[src/rtl/switch_arbiter_pkg.sv]
// Shared types and defaults for the switch arbiter slice.
// FSM encoding and default geometry live here.
package switch_arbiter_pkg;

    typedef enum logic [1:0] {
        IDLE  = 2'd0,
        GRANT = 2'd1,
        GAP   = 2'd2
    } state_t;

    localparam int AW_DEV_DEF   = 2;
    localparam int DW_DEF       = 4;
    localparam int WAIT_MAX_DEF = 15;

endpackage

[src/rtl/switch_arbiter_if.sv]
// Arbiter request/grant bundle between sources, FIFOs and arbiter.
// The arbiter takes the slave view; the environment takes the master view.
interface switch_arbiter_if
    import switch_arbiter_pkg::*;
#(
    parameter int AW_DEV = AW_DEV_DEF
) ();

    localparam int N_PORT = 1 << AW_DEV;

    logic                     en_i;
    logic [N_PORT-1:0]        req_i;
    logic [N_PORT*AW_DEV-1:0] adr_i;
    logic [N_PORT-1:0]        full_array;
    logic [N_PORT-1:0]        gnt;
    logic [N_PORT-1:0]        wen;
    logic [AW_DEV-1:0]        sel_o;
    logic                     busy_o;
    logic [N_PORT-1:0]        starve_o;

    modport slave (
        input  en_i, req_i, adr_i, full_array,
        output gnt, wen, sel_o, busy_o, starve_o
    );

    modport master (
        output en_i, req_i, adr_i, full_array,
        input  gnt, wen, sel_o, busy_o, starve_o
    );

endinterface

[src/rtl/switch_arbiter_rr_pick.sv]
// Combinational round-robin picker.
// Searches ptr+1, ptr+2, ... wrapping, and reports the first set request.
module rr_pick #(
    parameter int AW = 2
) (
    input  logic [(1<<AW)-1:0] req_i,
    input  logic [AW-1:0]      ptr_i,
    output logic [(1<<AW)-1:0] gnt_o,
    output logic [AW-1:0]      idx_o,
    output logic               vld_o
);

    localparam int N = 1 << AW;

    logic [AW-1:0] cand;

    // First requester after the pointer wins; index arithmetic wraps in AW bits.
    always_comb begin
        gnt_o = '0;
        idx_o = '0;
        vld_o = 1'b0;
        cand  = '0;
        for (int k = 1; k <= N; k++) begin
            cand = ptr_i + AW'(k);
            if (!vld_o && req_i[cand]) begin
                vld_o = 1'b1;
                idx_o = cand;
            end
        end
        gnt_o[idx_o] = vld_o;
    end

endmodule

[src/rtl/switch_arbiter.sv]
// Crossbar write arbiter: one grant per IDLE->GRANT->GAP round.
// Sources whose destination FIFO is full are skipped, never stalled.
module switch_arbiter
    import switch_arbiter_pkg::*;
#(
    parameter int AW_DEV   = AW_DEV_DEF,
    parameter int DW       = DW_DEF,
    parameter int WAIT_MAX = WAIT_MAX_DEF
) (
    input  logic              clk_i,
    input  logic              rst_ni,
    switch_arbiter_if.slave   bus
);

    localparam int N_PORT = 1 << AW_DEV;
    localparam int CW     = $clog2(WAIT_MAX + 1);

    if (DW < 1) begin : g_dw_chk
        $error("DW must be at least 1");
    end

    state_t              state_q, state_d;
    logic [N_PORT-1:0]   gnt_q, gnt_d;
    logic [N_PORT-1:0]   wen_q, wen_d;
    logic [AW_DEV-1:0]   sel_q, sel_d;
    logic [AW_DEV-1:0]   ptr_q, ptr_d;
    logic [CW-1:0]       wait_q [N_PORT];

    logic [N_PORT-1:0]   elig;
    logic [N_PORT-1:0]   pick_oh;
    logic [AW_DEV-1:0]   pick_idx;
    logic                pick_vld;
    logic [AW_DEV-1:0]   pick_dst;

    // A source is eligible when it requests and its target FIFO has room.
    always_comb begin
        elig = '0;
        for (int i = 0; i < N_PORT; i++) begin
            elig[i] = bus.req_i[i] & bus.en_i
                    & ~bus.full_array[bus.adr_i[i*AW_DEV +: AW_DEV]];
        end
    end

    rr_pick #(
        .AW (AW_DEV)
    ) u_pick (
        .req_i (elig),
        .ptr_i (ptr_q),
        .gnt_o (pick_oh),
        .idx_o (pick_idx),
        .vld_o (pick_vld)
    );

    assign pick_dst = bus.adr_i[pick_idx*AW_DEV +: AW_DEV];

    // Next state and next registered outputs; grants only start from IDLE.
    always_comb begin
        state_d = state_q;
        gnt_d   = '0;
        wen_d   = '0;
        sel_d   = sel_q;
        ptr_d   = ptr_q;
        unique case (state_q)
            IDLE: begin
                if (pick_vld) begin
                    state_d         = GRANT;
                    gnt_d           = pick_oh;
                    wen_d[pick_dst] = 1'b1;
                    sel_d           = pick_idx;
                    ptr_d           = pick_idx;
                end
            end
            GRANT:   state_d = GAP;
            GAP:     state_d = IDLE;
            default: state_d = IDLE;
        endcase
    end

    // State and output registers; pointer resets so source 0 wins first.
    always_ff @(posedge clk_i or negedge rst_ni) begin
        if (!rst_ni) begin
            state_q <= IDLE;
            gnt_q   <= '0;
            wen_q   <= '0;
            sel_q   <= '0;
            ptr_q   <= AW_DEV'(N_PORT - 1);
        end else begin
            state_q <= state_d;
            gnt_q   <= gnt_d;
            wen_q   <= wen_d;
            sel_q   <= sel_d;
            ptr_q   <= ptr_d;
        end
    end

    // Per-source wait counters, saturating at the starvation threshold.
    always_ff @(posedge clk_i or negedge rst_ni) begin
        if (!rst_ni) begin
            for (int i = 0; i < N_PORT; i++) wait_q[i] <= '0;
        end else begin
            for (int i = 0; i < N_PORT; i++) begin
                if (!bus.req_i[i] || gnt_q[i])
                    wait_q[i] <= '0;
                else if (wait_q[i] != CW'(WAIT_MAX))
                    wait_q[i] <= wait_q[i] + 1'b1;
            end
        end
    end

    // Starvation flags come straight from the counters.
    always_comb begin
        bus.starve_o = '0;
        for (int i = 0; i < N_PORT; i++)
            bus.starve_o[i] = (wait_q[i] == CW'(WAIT_MAX));
    end

    assign bus.gnt    = gnt_q;
    assign bus.wen    = wen_q;
    assign bus.sel_o  = sel_q;
    assign bus.busy_o = (state_q != IDLE);

endmodule

[src/flat_wrapper.sv]
// flat-port wrapper written by rule: the top's interface ports become plain ports
module switch_arbiter_flat import switch_arbiter_pkg::*;
#(
    parameter int AW_DEV   = AW_DEV_DEF,
    parameter int DW       = DW_DEF,
    parameter int WAIT_MAX = WAIT_MAX_DEF
)
  (clk_i, rst_ni, bus_en_i, bus_req_i, bus_adr_i, bus_full_array, bus_gnt, bus_wen, bus_sel_o, bus_busy_o, bus_starve_o);
  switch_arbiter_if #(.AW_DEV(AW_DEV)) bus_i ();
  input  logic clk_i;
  input  logic rst_ni;
  input wire logic [$bits(bus_i.en_i)-1:0] bus_en_i;
  input wire logic [$bits(bus_i.req_i)-1:0] bus_req_i;
  input wire logic [$bits(bus_i.adr_i)-1:0] bus_adr_i;
  input wire logic [$bits(bus_i.full_array)-1:0] bus_full_array;
  output wire logic [$bits(bus_i.gnt)-1:0] bus_gnt;
  output wire logic [$bits(bus_i.wen)-1:0] bus_wen;
  output wire logic [$bits(bus_i.sel_o)-1:0] bus_sel_o;
  output wire logic [$bits(bus_i.busy_o)-1:0] bus_busy_o;
  output wire logic [$bits(bus_i.starve_o)-1:0] bus_starve_o;
  assign bus_i.en_i = bus_en_i;
  assign bus_i.req_i = bus_req_i;
  assign bus_i.adr_i = bus_adr_i;
  assign bus_i.full_array = bus_full_array;
  assign bus_gnt = bus_i.gnt;
  assign bus_wen = bus_i.wen;
  assign bus_sel_o = bus_i.sel_o;
  assign bus_busy_o = bus_i.busy_o;
  assign bus_starve_o = bus_i.starve_o;
  switch_arbiter #(.AW_DEV(AW_DEV), .DW(DW), .WAIT_MAX(WAIT_MAX)) u_core (.clk_i(clk_i), .rst_ni(rst_ni), .bus(bus_i));
endmodule
[config.mk]
export PLATFORM = sky130hd
export DESIGN_NAME = switch_arbiter_flat
export DESIGN_NICKNAME = d
export VERILOG_FILES = /design/src/rtl/switch_arbiter_pkg.sv /design/src/rtl/switch_arbiter_if.sv /design/src/rtl/switch_arbiter_rr_pick.sv /design/src/rtl/switch_arbiter.sv /design/src/flat_wrapper.sv
export SDC_FILE = /design/constraint.sdc
export NUM_CORES = 1
export LEC_CHECK = 0
export ABC_AREA = 1
export BUFFER_PORTS_ARGS = -buffer_cell sky130_fd_sc_hd__buf_2
export CAP_MARGIN = 10
export CORE_ASPECT_RATIO = 0.6
export CORE_MARGIN = 8
export CORE_UTILIZATION = 55
export CTS_CLUSTER_SIZE = 30
export DETAILED_ROUTE_END_ITERATION = 16
export PLACE_DENSITY = 0.79
export SYNTH_ARGS = -nofsm -noshare
export SYNTH_HDL_FRONTEND = slang
export SYNTH_SLANG_ARGS = --single-unit
[constraint.sdc]
create_clock -name clk_i -period 3.2 [get_ports clk_i]
set_input_delay 0.96 -clock clk_i [delete_from_list [all_inputs] [get_ports clk_i]]
set_output_delay 0.96 -clock clk_i [all_outputs]
set_load 0.01 [all_outputs]
# Word level (Yosys, flattened, before mapping)
# Index checks and enable logic that the tools add are counted.
# Widths: inputs -> output; s select.
# word_totals
input_bits	19
output_inout_bits	15
ff_bits	30
wordCells	117
# classes
eq_ne	10
n_bitwise	13
shifts	1
muxes	42
add_sub_neg	7
n_lt_le_gt_ge	12
reduce_logical	23
# op_table
cell	count
$mux 4	12
$lt 2x3->1 const B	10
$add 4x1->4 const B	4
$bmux 1 s2	8
$eq 4x4->1 const B	4
$ne 4x4->1 const B	4
$mux 1	14
$mux 2	5
$reduce_bool 2->1	5
$and 1x1->1	8
$shiftx 8x4->2	1
$logic_not 1->1	7
$logic_and 1x1->1	5
$add 2x2->2 const B	2
$and 4x4->4	1
$demux 1 s2	2
$ge 2x1->1 const B	2
$logic_or 1x1->1	4
$not 1->1	4
$pmux 2 s2	1
$add 2x1->2 const B	1
$eq 2x1->1 const B	1
$logic_not 2->1	1
$ne 2x1->1 const B	1
$reduce_and 2->1	1

# Logic depth before layout (Yosys ltp)
# Gate-level depths: netlist of run 1.
# logic_depth
ltp_word	23
ltp_mapped	17
ltp_nobuf	17

# By module
# A second synthesis of run 1 with hierarchy kept.
# unflattened
hier_cells	258
hier_area_um2	1836.8
# by_module_without_submodules
module	area_each_um2	seq_area_each_um2	instances	cells_per_inst
switch_arbiter	1511.4	753.2	1	194
rr_pick	325.3	0.0	1	64

# Least setup slack after synthesis of run 1
# Ideal clock, no wire load.
# synth_timing
path_type	input-to-reg
start	input port bus_full_array[3]
end	register u_core.wen_q[0], in the netlist u_core.bus.wen[0]
setup_time_ps	116
t_arrival_ps	2214
slack_ps	870
cell_stages	16
path_buffers	0
required_ps	3084
cell_sequence	inv_1 -> nand2_1 -> nand3_1 -> nand3_1 -> nand2_1 -> nand2_2 -> nor2_4 -> nor2_8 -> nand3_2 -> nand2_2 -> nor2_4 -> nand2_1 -> nand2_1 -> nand2_1 -> nand2_1 -> nor2_1
# synth_between
elab_chain_cells	23
word_cells_on_any_way	46
classes_between	2 x order compare; 1 x shift; 28 x mux; 8 x bitwise; 7 x reduce/logical
# synth_lines
item	line	source
start, declared	flat_wrapper.sv:15	input wire logic [$bits(bus_i.full_array)-1:0] bus_full_array;
$bmux 1 s2	switch_arbiter.sv:40	& ~bus.full_array[bus.adr_i[i*AW_DEV +: AW_DEV]];
$mux 1 (not written as such)	switch_arbiter.sv:40	
$not 1->1	switch_arbiter.sv:40	
$and 1x1->1	switch_arbiter.sv:40	
$bmux 1 s2	switch_arbiter_rr_pick.sv:25	if (!vld_o && req_i[cand]) begin
$mux 1 (not written as such)	switch_arbiter_rr_pick.sv:25	
$mux 1	switch_arbiter_rr_pick.sv:25	
$logic_not 1->1	switch_arbiter_rr_pick.sv:25	
[8 not listed]	--	
$shiftx 8x4->2	switch_arbiter.sv:54	assign pick_dst = bus.adr_i[pick_idx*AW_DEV +: AW_DEV];
$lt 2x3->1 (not written as such) or $ge 2x1->1 (tied branches)	switch_arbiter.sv:68	wen_d[pick_dst] = 1'b1;
$logic_and 1x1->1 (not written as such)	switch_arbiter.sv:68	
$mux 1 (not written as such)	switch_arbiter.sv:68	
$demux 1 s2	--	
$mux 4 (*)	switch_arbiter.sv:65	if (pick_vld) begin
$mux 4 (*)	switch_arbiter.sv:63	unique case (state_q)
net u_core.wen_d[0]	switch_arbiter.sv:24	logic [N_PORT-1:0] wen_q, wen_d;
end signal, assigned	switch_arbiter.sv:90	wen_q <= wen_d;
end, declared	switch_arbiter.sv:24	
# Mark *: on every way through the listed nets, which the timed path passes. The rest lies on a longest branch. The select of a mux whose other input is x is not followed.
# A chain may end at the register's enable or synchronous reset.

# Worst setup path after layout of run 1
# Same ends and word-level chain as after synthesis.

==> metrics.cfg, run 1 <==
[run_status]
outcome = completed

[clocking]
cts-root-buf = clkbuf_8
clk_latency_ns = 0.28
ctsResizeCount = 0
cts.htree.levels = 2
cts_tree = yes
cts_setup_buffers = 0
clock-sinks = 30
clk_pin_slew_worst_paths_ns = 0.06
cts_buffers = 5
clk_path_buf_depth = 2
cts_hold_buf = 0

[yosys]
synth_fp_nets = 276
syn-cell-area_um2 = 1910
synth_common_cells = nand2_1 (66), nand3_1 (38), inv_1 (31)
syn_avg_cell_area_um2 = 7.53
yosysWarningCount = 0
synth_ff_type = dfrtp_1
synth_top_area_frac = 0.368
netlist_instances = 253
ys_seq_area_frac = 0.395
ys_types = 28
synthArstFlopShare = 1.00
synth_top_area_cell = dfrtp_1
synthTopCellsByArea = dfrtp_1 (37%), nand2_1 (13%), nand3_1 (10%)
ys_seq_elements = 30
synth.most_common_cell = nand2_1
synth_edf_count = 0

[sta]
max-slew-margin-rel = 0.582
worst_pin_slew_ns = 0.626
post-route-period-util = 0.764
setup_viol = 0
fin_ws_ns = 0.756
rsz0062_at_grt = false
hold_violations = 0
tns_ns = 0
drv_slew = 0
skew_ns = 0.00644
fin_crit_ns = 2.44
fmax_mhz = 409

[global_route]
grt_max_degree = 31
grt_util_all_layers = 0.162
grt_pass1_vias = 1606
grt_pass1_wl_um = 7230
antenna_found_initial = 0
grt-ovfl-total = 0

[worst_setup_path]
cp-start-kind = input pin
crit_cells = 17
crit_slowest_cell = nor2_4
cp_max_fo = 5
cp_data_arrival_time_ns = 2.61
r2r_start = u_core.ptr_q[0]$_DFFE_PN1P_
worstSetupStartpoint = bus_full_array[3]
max_stage_delay_ns = 0.17
worstSetupPathType = input pin to flip-flop
crit_top_cell = nand2_1
required_ns = 3.36
crit_path_end_kind = flip-flop
path_cells = buf_2 > inv_1 > nand2_1 > nand3_1 > nand3_1 > nand2_1 > nand2_2 > nand2_1 > nand2_1 > nand4_4 > inv_4 > nor2_4 > nand2_1 > nand2_1 > nand2_1 > nand2_1 > nor2_1
critPathTopFamily = simple AND/OR/NAND/NOR gates
worst-path-buf-inv = 3
rr_worst_depth = 13

[placed_design]
place_area_um2 = 2120
place_ws_ns = 0.519
dp_hpwl_um = 3360
place_congestion = 0.853
io_buffers = 33

[drt]
wl_per_cell_um = 12.5
wirelength_um = 4240
drtIter0Drc = 99
drcViolationCount = 0
drtPass1Iterations = 4
vias_per_cell = 5.15
ant_nets = 0
num_vias = 1742

[final_layout]
layout-drive-gt1-share = 0.239
design_area_um2 = 2230
n_fill_cell = 288
final_util = 0.680
synthToLayoutAreaGrowth_pct = 17.1
diodes = 0
nNetsFinal = 315

[floorplanning]
design.core.area_um2 = 3280
start_util = 0.580
die_h_um = 61.6
io_pins = 34
rows = 16
dieArea_um2 = 5670
die_w_um = 92.0

[run]
drv_cap = 0

[power]
p_leak_nw = 1.24
ir_drop_uv = 675
powerDensity_nw_per_um2 = 1010

[hold_path]
holdPathStages = 1
hold_start = u_core.state_q[1]$_DFFE_PN0P_
hp-class = flip-flop to flip-flop

path summary, 6_finish.rpt:
kind                                                       to  slack, ns
worst min register to register  u_core.state_q[1]$_DFFE_PN0P_       0.43
max in group asynchronous       u_core.wait_q[12]$_DFFE_PN0P_       2.09
worst max-delay path              u_core.bus.wen[0]$_DFF_PN0_       0.76
worst min-delay path            u_core.state_q[1]$_DFFE_PN0P_       0.43
min in group asynchronous         u_core.bus.wen[3]$_DFF_PN0_       0.70
worst max register to register    u_core.bus.wen[0]$_DFF_PN0_       1.05
sequential cells by signal (all words and copies together) (netlist names):
signal	cells
u_core.bus.wen	4
u_core.wait_q	16
u_core.bus.sel_o	2
u_core.bus.gnt	4
u_core.ptr_q	2
u_core.state_q	2
where the power goes:
| group | internal, W | switching [W] | total, W |
|---|---|---|---|
| logic | 0.000438 | 0.000858 | 0.00130 |
| clock network | 0.000254 | 0.000136 | 0.000389 |
| registers | 0.000484 | 0.0000784 | 0.000562 |
| total | 0.00118 | 0.00107 | 0.00225 |
cell families after synthesis:
family,after synthesis,share of synthesized area
AO/OA/AOI/OAI,25,0.0722
adder cells (fa/ha/maj),4,0.0263
flip-flops,30,0.395
buffers and inverters,39,0.0847
XOR/XNOR,2,0.0190
AND/OR/NAND/NOR,153,0.403
routing by layer:
| metal | global-route usage | vias to the layer above | routed length [um] |
|---|---|---|---|
| li1 | - | 907 | - |
| met1 | 0.214 | 779 | 2140 |
| met2 | 0.244 | 50 | 1700 |
| met3 | 0.0620 | 6 | 359 |
| met4 | 0.0409 | 0 | 37 |
| met5 | 0 | - | 0 |
worst reg2reg max path, stage by stage (launching register included):
cell and delay [ns]:
dfstp_2 0.69, inv_2 0.13, nand4_1 0.18, nand3_1 0.11, nand2_2 0.13, nand2_2 0.09
nand3_2 0.12, nand2_2 0.08, nor2_4 0.14, nand2_1 0.11, nand2_1 0.07, nand2_1 0.05
nand2_1 0.08, nor2_1 0.05
through the flow:
step                cells  hold WS [ns]  power, W
global route          338         0.440   0.00243
CTS                   338         0.430   0.00225
finish                338         0.428   0.00225
detailed placement    330         0.422   0.00184
global placement      330         0.411   0.00182
floorplan             253         0.401   0.00159
area by class of cell:
type	instances	area [um^2]	share of cell area
flip-flops and latches	30	753	0.337
clock buffers	7	86.3	0.0387
multi-input cells	184	991	0.444
well taps	45	56.3	0.0252
repair buffers	33	165	0.0740
clock inverters	1	30.0	0.0135
inverters	38	150	0.0673
placed cells by master (no fill, tap or decap), types with 2 or more instances in the layout:
master	count
nand2_4	2
a31oi_1	3
o31ai_1	3
clkbuf_8	6
dfrtp_1	28
inv_1	31
nand2_2	8
buf_2	33
ha_1	4
inv_4	3
a21oi_1	4
inv_2	4
nand4_1	7
nand2_1	66
nor2_4	3
nand3_2	4
nor2_1	19
dfstp_2	2
o21ai_0	14
nand3_1	38
Note: power is estimated with default switching activity, not from simulation.
==> run 2: changes to the inputs <==
- CORE_UTILIZATION: 55 -> 50
- PLACE_DENSITY: 0.79 -> 0.75
- clock period: 3.2 -> 2.07 ns (I/O delays scaled with it)
==> run 2 against run 1 <==
Compared with the run above:
- the flow now finishes with violations (setup timing)
- worst hold slack got worse by 0.071 ns
- highest routed layer unchanged
- clock skew is essentially flat
- final cell count rose by 8.3%
- critical path depth is 2 lower
- via count is 7.7% higher
- utilization grew 0.92 points
- sequential power up 51%
==> metrics.cfg, run 2 (synthesis results as in run 1) <==
[worst_setup_path]
r2r_setup_slack_ns = -0.04
cp_data_arrival_time_ns = 2.28
crit_path_end_kind = flip-flop
worst-path-buf-inv = 2
critPathTopFamily = simple AND/OR/NAND/NOR gates
max_stage_delay_ns = 0.58
crit_top_cell = nand2_2
path_cells = buf_12 > xnor2_4 > inv_4 > nand3_1 > nand2_2 > nand2_4 > nand2_4 > nand2_4 > nand2_2 > nor2_4 > nand2_2 > nand2_1 > nand2_1 > nand2_2 > nor2_1
cp_max_fo = 5
cp-start-kind = flip-flop
required_ns = 2.24
worstSetupPathType = flip-flop to flip-flop
crit_slowest_cell = dfstp_2

[final_layout]
largest_reg_flops = 16
synthToLayoutAreaGrowth_pct = 32.3
diodes = 0
fin_cells = 366
layout_common_cells = nand2_1 (58), buf_2 (32), nand3_1 (31)
layout_commonest_cell = nand2_1
nNetsFinal = 341
layout-drive-gt1-share = 0.367
n_fill_cell = 283
top_register = u_core.wait_q

[floorplanning]
die_h_um = 63.8
io_pins = 34
design.core.area_um2 = 3660
start_util = 0.521
dieArea_um2 = 6110
rows = 17
die_w_um = 95.7

[power]
p_switching_w = 0.00194
powerDensity_nw_per_um2 = 1590
ir_drop_uv = 939
p_leak_nw = 1.38
finalPower_w = 0.00400
seqPwrFrac = 0.212
switching_share = 0.484
intPower_w = 0.00207
clockPowerShare = 0.122
pwr-share-comb = 0.666

[sta]
rsz0062_at_grt = true
setup_viol = 2
fin_crit_ns = 2.11
max-slew-margin-rel = 0.573
worst_pin_slew_ns = 0.640
drv_slew = 0
post-route-period-util = 1.02
fmax_mhz = 473
skew_ns = 0.00664
hold_violations = 0
tns_ns = -0.0708
fin_ws_ns = -0.0445

[clocking]
clk_pin_slew_worst_paths_ns = 0.07
cts_buffers = 5
cts_hold_buf = 0
cts-root-buf = clkbuf_8
cts_tree = yes
clk_path_buf_depth = 2
clock-sinks = 30
cts.htree.levels = 2
clk_latency_ns = 0.28

[global_route]
grtUsageMet3 = 0.0478
busiest_layer = met1
grt_pass1_wl_um = 7650
grt-ovfl-total = 0
grtUsageMet2 = 0.216
grt_max_degree = 31
met1_usage = 0.222
grt_pass1_vias = 1725
grt_util_all_layers = 0.155
antenna_found_initial = 0

[drt]
wirelength_um = 4830
drcViolationCount = 0
ant_nets = 0
vias_per_cell = 5.13
drtPass1Iterations = 4
drtIter0Drc = 111
wl_per_cell_um = 13.2
num_vias = 1876

[placed_design]
io_buffers = 33
place_congestion = 0.874
dp_cells = 350
dp_hpwl_um = 3590

[run_status]
failed_checks = setup timing
outcome = finished with violations

[hold_path]
hp-class = input pin to async pin

[run]
drv_cap = 0

## run 2: cell count changes in the layout (fill, tap and decap cells not counted), sizes merged
| cell | change |
|---|---|
| clkinv | +1 |
| bufinv | -1 |
| buf | +26 |
## run 2: layer usage
| metal | wire length [um] | part of all wire |
|---|---|---|
| met1 | 2300 | 0.48 |
| met5 | 0 | 0 |
| met4 | 46 | 0.0095 |
| met2 | 2120 | 0.44 |
| met3 | 358 | 0.074 |
## run 2: cell type report
type                            count  area (um^2)  area share
Clock inverter                      1         5.00     0.00199
Multi-Input combinational cell    184         1080       0.427
Timing Repair Buffer               59          392       0.155
Inverter                           38          150      0.0596
Clock buffer                        7         86.3      0.0342
Sequential cell                    30          753       0.299
Tap cell                           47         58.8      0.0233
## run 2: worst paths after layout
check,start,endpoint,cells after the start
setup / recovery,u_core.ptr_q[0]$_DFFE_PN1P_,u_core.bus.wen[2]$_DFF_PN0_,15
hold / removal,rst_ni,u_core.wait_q[14]$_DFFE_PN0P_,1
setup reg to reg,u_core.ptr_q[0]$_DFFE_PN1P_,u_core.bus.wen[2]$_DFF_PN0_,15
hold reg to reg,u_core.state_q[1]$_DFFE_PN0P_,u_core.state_q[1]$_DFFE_PN0P_,1
max in group asynchronous,rst_ni,u_core.wait_q[4]$_DFFE_PN0P_,1
min in group clk_i,u_core.state_q[1]$_DFFE_PN0P_,u_core.state_q[1]$_DFFE_PN0P_,1
## run 2: repair_timing
item | in CTS | in global routing
buffers inserted | 2 | 6
resized for setup | 0 | 28
pin swaps | 0 | 13
setup endpoints to repair | 3 | 10
## run 2: per-stage QoR
stage,setup slack [ns],instance area (um^2),utilization,hold WS [ns]
2_1_floorplan,0.0791,1910,-,0.325
4_1_cts,0.0228,2370,0.648,0.378
6_report,-0.0445,2520,0.689,0.356
5_1_grt,-0.109,2520,0.689,0.421
3_5_place_dp,-0.262,2250,0.616,0.415
3_3_place_gp,-0.261,2250,0.616,0.413
## run 2: power by group through the flow
stage | Combinational (W) | Clock [W] | Sequential (W)
2_1_floorplan | 0.00161 | 0 | 0.000852
3_3_place_gp | 0.00213 | 0 | 0.000879
3_5_place_dp | 0.00216 | 0 | 0.000881
4_1_cts | 0.00225 | 0.000492 | 0.000844
5_1_grt | 0.00289 | 0.000518 | 0.000863
6_report | 0.00267 | 0.000488 | 0.000849
==> run 3: changes to the inputs <==
- CORE_MARGIN: 8 -> not set
- RECOVER_POWER: not set -> 50
- REMOVE_ABC_BUFFERS: not set -> 1
==> run 3 against run 2 <==
Compared with the run above:
- clock power shrank 1%
- first-iteration DRC count shrank 16%
- setup slack lost 0.019 ns
- clock-buffer cell count is the same
- flip-flop and latch count stayed put
- power is 8.6% higher
- global-route usage is 8.8 points higher
- clock skew down 0.0011 ns
- critical path depth rose by 2
- combinational power increased by 13%
- final area grew 4.3%
- the flow finishes with violations (capacitance limit, slew limit, setup timing)
==> metrics.cfg, run 3 (synthesis results as in run 1) <==
[run_status]
outcome = finished with violations
failed_checks = capacitance limit, slew limit, setup timing

[sta]
skew_ns = 0.00550
drv_slew = 31
max-slew-margin-rel = -0.0258
setup_viol = 3
hold_violations = 0
fmax_mhz = 469
fin_ws_ns = -0.0635
fin_crit_ns = 2.13
worst_pin_slew_ns = 1.54
post-route-period-util = 1.03
rsz0062_at_grt = true

[floorplanning]
design.core.area_um2 = 3440
rows = 16
die_h_um = 49.8
start_util = 0.553
dieArea_um2 = 4070
io_pins = 34
die_w_um = 81.7

[run]
drv_cap = 1

[worst_setup_path]
crit_top_cell = nand2_4
max_stage_delay_ns = 0.18
crit_path_end_kind = flip-flop
crit_slowest_cell = nor2_4
cp-start-kind = input pin
worst-path-buf-inv = 2
critPathTopFamily = simple AND/OR/NAND/NOR gates
worstSetupPathType = input pin to flip-flop
cp_max_fo = 5
path_cells = buf_2 > inv_2 > nand2_1 > nand3_2 > nand4_1 > nand3_1 > nand2_2 > nand2_4 > nand2_4 > nand2_4 > nand2_4 > nor2_4 > nand2_2 > nand2_1 > nand2_1 > nand2_2 > nor2_2
required_ns = 2.24
cp_data_arrival_time_ns = 2.31

[power]
p_leak_nw = 1.40
powerDensity_nw_per_um2 = 1650
ir_drop_uv = 1250

[final_layout]
nNetsFinal = 340
n_fill_cell = 253
layout-drive-gt1-share = 0.409
design_area_um2 = 2630
largest_reg_flops = 16
top_register = u_core.wait_q
diodes = 0
synthToLayoutAreaGrowth_pct = 38.0
layout_commonest_cell = nand2_1
layout_common_cells = nand2_1 (50), dfrtp_1 (28), inv_1 (27)

[clocking]
clock-sinks = 30
cts_buffers = 5
clk_pin_slew_worst_paths_ns = 0.06
cts.htree.levels = 2
cts_tree = yes
clk_latency_ns = 0.28
cts_hold_buf = 0
cts-root-buf = clkbuf_8
clk_path_buf_depth = 2

[global_route]
grt_util_all_layers = 0.244
grt_pass1_wl_um = 7330
grt-ovfl-total = 0
grt_max_degree = 31
antenna_found_initial = 0
grt_pass1_vias = 1597

[drt]
vias_per_cell = 5.33
drtIter0Drc = 93
num_vias = 1936
wl_per_cell_um = 13.7
ant_nets = 0
drcViolationCount = 0
drtPass1Iterations = 5
wirelength_um = 4990

[placed_design]
io_buffers = 33
place_ws_ns = -0.290
dp_hpwl_um = 3340
place_area_um2 = 2260
place_congestion = 0.912

[hold_path]
hp-class = flip-flop to flip-flop

## run 3: cell types whose count changed in the layout (fill, tap and decap cells not counted), sizes merged
cell    previous run  this run
clkbuf             7        10
buf               59        55
## run 3: power breakdown
| part | internal (W) | switching [W] |
|---|---|---|
| logic | 0.00121 | 0.00181 |
| registers | 0.000747 | 0.000100 |
| clock network | 0.000268 | 0.000215 |
## run 3: repair_timing
| item | CTS | global route |
|---|---|---|
| pin swaps | 6 | 34 |
| setup endpoints to repair | 2 | 13 |
| gates resized for setup | 5 | 56 |
| setup buffers | 1 | 5 |
## run 3: routing by layer
metal	up-vias	GRT usage	part of all wire
met1	899	0.385	0.49
met3	8	0.0704	0.068
li1	957	-	-
met5	-	0	0
met4	0	0.0526	0.0058
met2	72	0.321	0.43
## run 3: cell type report
class,instances,area [um^2],area share
timing repair buffer,58,394,0.150
multi-input combinational,184,1180,0.448
clock inverter,1,5.00,0.00190
inverter,38,158,0.0599
clock buffer,7,86.3,0.0328
sequential,30,753,0.286
tap,45,56.3,0.0214
## run 3: metrics by stage
stage,total power [W],utilization,TNS [ns],cells,hold slack [ns]
final,0.00435,0.764,-0.165,363,0.430
after CTS,0.00370,0.694,0,358,0.386
after floorplan,0.00244,-,0,252,0.325
after global placement,0.00309,0.656,-2.86,349,0.414
after detailed placement,0.00313,0.656,-2.77,349,0.417
after global routing,0.00461,0.764,-0.464,363,0.432
## run 3: final timing paths
| check | cells past startpoint | endpoint | start | slack [ns] |
|---|---|---|---|---|
| setup / recovery | 17 | u_core.bus.wen[2]$_DFF_PN0_ | bus_adr_i[0] | -0.06 |
| hold / removal | 1 | u_core.state_q[1]$_DFFE_PN0P_ | u_core.state_q[1]$_DFFE_PN0P_ | 0.43 |
| setup reg to reg | 12 | u_core.bus.wen[0]$_DFF_PN0_ | u_core.ptr_q[0]$_DFFE_PN1P_ | -0.03 |
| hold reg to reg | 1 | u_core.state_q[1]$_DFFE_PN0P_ | u_core.state_q[1]$_DFFE_PN0P_ | 0.43 |
| max in group asynchronous | 1 | u_core.wait_q[4]$_DFFE_PN0P_ | rst_ni | 0.46 |
| min in group asynchronous | 1 | u_core.bus.wen[3]$_DFF_PN0_ | rst_ni | 0.71 |
